===== config.mk =====
export PLATFORM = sky130hd
export DESIGN_NAME = perf_event_monitor
export DESIGN_NICKNAME = d
export VERILOG_FILES = /design/src/rtl/perf_event_monitor.sv
export SDC_FILE = /design/constraint.sdc
export NUM_CORES = 1
export LEC_CHECK = 0
export BUFFER_PORTS_ARGS = -buffer_cell sky130_fd_sc_hd__buf_2
export CAP_MARGIN = 20
export CORE_MARGIN = 4
export CORE_UTILIZATION = 62
export DETAILED_ROUTE_END_ITERATION = 12
export PLACE_DENSITY_LB_ADDON = 0.2
export SETUP_SLACK_MARGIN = 0.05
export SYNTH_ARGS = -nofsm -noshare
export SYNTH_HDL_FRONTEND = slang
export SYNTH_SLANG_ARGS = --single-unit

===== constraint.sdc =====
create_clock -name clk_i -period 4.2 [get_ports clk_i]
set_input_delay 0.63 -clock clk_i [delete_from_list [all_inputs] [get_ports clk_i]]
set_output_delay 0.63 -clock clk_i [all_outputs]
set_load 0.01 [all_outputs]

===== src/rtl/perf_event_monitor.sv =====
// perf_event_monitor: one free-running cycle counter plus N_EVT event counters.
// A four-state run controller gates counting. Overflow flags are sticky, and
// the read port returns a registered value one cycle after the request.
module perf_event_monitor #(
   parameter int CNT_W      = 32,
   parameter int N_EVT      = 4,
   parameter int SATURATE   = 0,
   parameter int MAX_CYCLES = 0
) (
   input  logic                       clk_i,
   input  logic                       rst_i,
   input  logic                       start_i,
   input  logic                       clear_i,
   input  logic                       freeze_i,
   input  logic [N_EVT-1:0]           evt_i,
   input  logic                       rd_en_i,
   input  logic [$clog2(N_EVT+1)-1:0] rd_sel_i,
   output logic [CNT_W-1:0]           rd_data_o,
   output logic                       rd_valid_o,
   output logic [N_EVT:0]             ovf_o,
   output logic                       running_o,
   output logic                       done_o
);

   localparam int SEL_W = $clog2(N_EVT + 1);
   localparam int N_CNT = N_EVT + 1;
   localparam logic [CNT_W-1:0] ALL_ONES  = {CNT_W{1'b1}};
   localparam logic [CNT_W-1:0] CNT_ONE   = {{(CNT_W-1){1'b0}}, 1'b1};
   // Value the cycle counter holds on the edge that must take it to MAX_CYCLES.
   localparam logic [CNT_W-1:0] LIMIT_M1  = CNT_W'(MAX_CYCLES - 32'sd1);

   typedef enum logic [1:0] {
      ST_IDLE   = 2'd0,
      ST_RUN    = 2'd1,
      ST_FROZEN = 2'd2,
      ST_DONE   = 2'd3
   } state_t;

   state_t            state_r;
   state_t            state_next_s;
   logic              running_next_s;
   logic              done_next_s;
   logic              running_r;
   logic              done_r;
   logic              count_en_s;
   logic              limit_hit_s;
   logic [N_EVT:0]    inc_s;
   logic [N_EVT:0]    ovf_r;
   logic [CNT_W-1:0]  cnt_r [N_CNT];
   logic [CNT_W-1:0]  rd_mux_s;
   logic [CNT_W-1:0]  rd_data_r;
   logic              rd_valid_r;

   // Count qualifiers: a RUN cycle counts unless it is being frozen or cleared;
   // index 0 is the cycle counter, index k is event channel k-1.
   always_comb begin
      count_en_s  = (state_r == ST_RUN) && !freeze_i && !clear_i;
      limit_hit_s = (MAX_CYCLES != 0) && count_en_s && (cnt_r[0] == LIMIT_M1);
      inc_s       = {evt_i, 1'b1} & {N_CNT{count_en_s}};
   end

   // Next-state logic: clear wins, then the cycle limit, then freeze, then start.
   always_comb begin
      state_next_s = state_r;
      if (clear_i) begin
         state_next_s = ST_IDLE;
      end else begin
         case (state_r)
            ST_IDLE:   state_next_s = start_i ? ST_RUN : ST_IDLE;
            ST_RUN: begin
               if (limit_hit_s) begin
                  state_next_s = ST_DONE;
               end else if (freeze_i) begin
                  state_next_s = ST_FROZEN;
               end else begin
                  state_next_s = ST_RUN;
               end
            end
            ST_FROZEN: state_next_s = freeze_i ? ST_FROZEN : ST_RUN;
            ST_DONE:   state_next_s = ST_DONE;
            default:   state_next_s = ST_IDLE;
         endcase
      end
   end

   // Output decode from the next state so the status flags can be registered.
   always_comb begin
      running_next_s = (state_next_s == ST_RUN);
      done_next_s    = (state_next_s == ST_DONE);
   end

   // State register and registered status outputs.
   always_ff @(posedge clk_i) begin
      if (rst_i) begin
         state_r   <= ST_IDLE;
         running_r <= 1'b0;
         done_r    <= 1'b0;
      end else begin
         state_r   <= state_next_s;
         running_r <= running_next_s;
         done_r    <= done_next_s;
      end
   end

   // Counters and sticky overflow flags; all-ones either wraps or saturates.
   always_ff @(posedge clk_i) begin
      if (rst_i || clear_i) begin
         for (int k = 0; k < N_CNT; k++) begin
            cnt_r[k] <= '0;
         end
         ovf_r <= '0;
      end else begin
         for (int k = 0; k < N_CNT; k++) begin
            if (inc_s[k]) begin
               if (cnt_r[k] == ALL_ONES) begin
                  ovf_r[k] <= 1'b1;
                  cnt_r[k] <= (SATURATE != 0) ? ALL_ONES : '0;
               end else begin
                  cnt_r[k] <= cnt_r[k] + CNT_ONE;
               end
            end
         end
      end
   end

   // Read mux over the current (pre-update) counter values; unmapped indices read 0.
   always_comb begin
      rd_mux_s = '0;
      for (int k = 0; k < N_CNT; k++) begin
         rd_mux_s = rd_mux_s | ((rd_sel_i == SEL_W'(k)) ? cnt_r[k] : '0);
      end
   end

   // Registered read port: one-cycle latency, a valid pulse per request.
   always_ff @(posedge clk_i) begin
      if (rst_i) begin
         rd_data_r  <= '0;
         rd_valid_r <= 1'b0;
      end else begin
         rd_valid_r <= rd_en_i;
         if (rd_en_i) begin
            rd_data_r <= rd_mux_s;
         end
      end
   end

   assign rd_data_o  = rd_data_r;
   assign rd_valid_o = rd_valid_r;
   assign ovf_o      = ovf_r;
   assign running_o  = running_r;
   assign done_o     = done_r;

endmodule

==> metrics.log <==
INFO  metric run_status = finished, final reports clean
INFO  metric dr_total_vias = 9,159
INFO  metric fill_cells = 1,391
INFO  metric pre_cts_ws = 0.9791 ns
INFO  metric via_count_of_the_first_global_routing_pass = 8,300
INFO  metric whs_path_depth = 2
INFO  metric power.density = 368.6 nW/µm²
INFO  metric boundaryPins = 53
INFO  metric htree_levels = 1
INFO  metric synth.largest_area_cell = edfxtp_1
INFO  metric cts_buffers = 22
INFO  metric min_path_type = in2reg
INFO  metric rsz0062_at_grt = false
INFO  metric drt_drc_violations_left = 0
INFO  metric worstSkewPairLatency = 0.52 ns
INFO  metric placement_rows = 49
INFO  metric grt_use_total = 29.15%
INFO  metric drv.max_cap_violation_count = 0
INFO  metric timing.final.crit_share = 71.99%
INFO  metric synth-edff-count = 160
INFO  metric finalSetupViolations = 0
INFO  metric critical_path.max_fanout = 27
INFO  metric nets = 1,182
INFO  metric initial_core_util = 63.20%
INFO  metric report.final.slew_viol_count = 0
INFO  metric antennaDiodeCount = 0
INFO  metric syn2layout_area_growth = 9.753%
INFO  metric cts_root_buf = clkbuf_16
INFO  metric buffer_ports.inserted = 52
INFO  metric fraction_of_layout_cells_with_a_size_suffix_above_1 = 10.88%
INFO  metric timing.final.hold_violations = 0
INFO  metric timing.critical_path.to_type = flop
INFO  metric fp.dieW = 143.6 µm
INFO  metric wire_length_of_the_first_global_routing_pass = 46,900 µm
INFO  metric final_period_minus_worst_setup_slack = 3.023 ns
INFO  metric detail_route.wirelength = 30,260 µm
INFO  metric yosys-top-cells-area = edfxtp_1 42%, dfxtp_1 7.4%, nor2_1 6.7%, xor2_1 6.6%, mux2i_1 3.9%
INFO  metric synth-main-ff-cell = edfxtp_1
INFO  metric drt-vias-per-instance = 6.514
INFO  metric postCtsHoldBufs = 0
INFO  metric antenna_found_initial = 1
INFO  metric post_place_cells = 1,365
INFO  metric die_area = 20,610 µm²
INFO  metric post_cts_resized = 0
INFO  metric critical_path_class = reg2reg
INFO  metric clock-sinks = 202
INFO  metric cts_tree = done
INFO  metric fin_ws = 1.177 ns
INFO  metric dp_hpwl = 21,440 µm
INFO  metric clock_path_buffers = 3
INFO  metric grt_max_degree = 66
INFO  metric ys_seq_area_share = 49.56%
INFO  metric leakage = 4.333 nW
INFO  metric crit_required = 4.55 ns
INFO  metric synthesis.yosys.warnings = 0
INFO  metric final_cell_count_no_fill = 1,406
INFO  metric drt-pass1-iter-count = 5
INFO  metric drtAntennaViolNets = 0
INFO  metric fp.coreArea = 18,020 µm²
INFO  metric timing_worst_slew_pin_value = 1.076 ns
INFO  metric synthesized_net_count = 1,147
INFO  metric cts_setup_buffers = 0
INFO  metric setup_total_negative_slack = 0 ns
INFO  metric ys_async_sr_fraction = 0%
INFO  metric signal_arrival_time_at_the_worst_endpoint = 3.38 ns
INFO  metric synth.cell_area = 11,390 µm²
INFO  metric drt-initial-drc-count = 1,186
INFO  metric synthDominantCellAreaShare = 42.17%
INFO  metric die_h = 143.6 µm
INFO  metric max-slew-margin-rel = 28.27%
INFO  metric synthesis.area_per_instance = 10.12 µm²
INFO  metric ys_seq_elements = 202
INFO  metric detail_route.wl_per_cell = 21.52 µm
INFO  metric setup.worst_path.start_class = flop
INFO  metric place_congestion = 0.9282
INFO  metric post_synth_num_cell_types = 54
INFO  metric fin_skew = 0.01227 ns
INFO  metric postSynthCellCount = 1,126
INFO  metric fmax = 0.3307 GHz
INFO  metric worstRegToRegCells = 7
INFO  metric gr-total-overflow = 0
INFO  metric clkSlewWorstSetupHoldPaths = 0.06 ns
INFO  metric max-vdd-ir-drop = 0.4465 mV
## worst paths after layout
path                                 start            to  slack, ns
worst min-delay path               clear_i      ovf_o[4]       0.38
worst max register to register  state_r[1]  cnt_r[4][29]       1.18
worst max-delay path            state_r[1]  cnt_r[4][29]       1.18
worst min register to register    ovf_o[2]      ovf_o[2]       0.46
## worst max-delay path: stages (launching register included)
cell	delay (ns)
dfxtp_1	0.32
inv_1	0.08
ha_1	0.16
nor3b_2	0.73
and2_1	0.47
nand2_1	0.26
a31o_1	0.58
a21oi_1	0.27
## stage by stage
stage	util [%]	area, µm²	power [mW]	hold WS (ns)
3_3_place_gp	65.34	11780	2.707	0.4449
4_1_cts	69.28	12490	4.609	0.3862
2_1_floorplan	-	11390	2.577	0.4796
3_5_place_dp	65.34	11780	2.714	0.4426
6_report	69.37	12500	4.608	0.3766
5_1_grt	69.37	12500	4.739	0.3888
## per-layer routing
metal	wire (µm)	GRT usage [%]
met5	20	0
met3	2935	5.324
met2	13450	44.13
met1	12740	42.63
met4	1113	9.861
## flip-flops by register name, indices dropped and copies added, names as in the netlist
register and count:
cnt_r 160, rd_data_o 32, ovf_o 5, state_r 2
done_o 1, rd_valid_o 1, running_o 1
## cell families after synthesis
kind of cell | after synthesis | share of synthesized area, %
buf+inv | 79 | 3.163
simple gates | 500 | 21.82
xor+xnor | 135 | 10.38
flops | 202 | 49.56
fa+ha+maj | 8 | 0.8787
compound gates | 148 | 9.347
mux | 54 | 4.854
## layout make-up
cell class | instances | area (µm²) | share of cell area [%]
clock inverter | 8 | 61.31 | 0.4903
timing repair buffer | 68 | 387.9 | 3.102
tap | 229 | 286.5 | 2.292
sequential | 202 | 5645 | 45.15
multi-input combinational | 845 | 5390 | 43.11
clock buffer | 32 | 649.4 | 5.194
inverter | 22 | 82.58 | 0.6605
## power breakdown
group / switching, mW / leakage, nW / internal [mW]
logic: 0.192 / 1.85 / 0.123
clock network: 0.794 / 0.353 / 1.13
registers: 0.124 / 2.13 / 2.25
## cells in the mapped netlist, drive strengths merged, types with 30 or more instances
cell and n:
clkbuf 30, dfxtp 42, edfxtp 160, mux2i 44
nand2 65, nand3 69, nand4 47, nor2 205
o21ai 46, o221ai 32, xnor2 49, xor2 86
## cells in the final DEF (no fill, tap or decap), types with 17 or more instances in the layout
master / netlist / final
a22oi_1: 20 / 20
a2bb2oi_1: 22 / 22
and3_1: 20 / 20
and4_1: 18 / 18
buf_2: 15 / 52
clkbuf_16: 0 / 23
dfxtp_1: 42 / 42
edfxtp_1: 160 / 160
inv_1: 22 / 22
mux2i_1: 44 / 44
nand2_1: 65 / 65
nand3_1: 66 / 66
nand4_1: 45 / 45
nor2_1: 203 / 203
nor3_1: 19 / 19
o21ai_0: 45 / 44
o221ai_1: 32 / 32
or3_1: 17 / 17
xnor2_1: 49 / 49
xor2_1: 86 / 86
No activity file was read; power rests on OpenSTA's default activity.
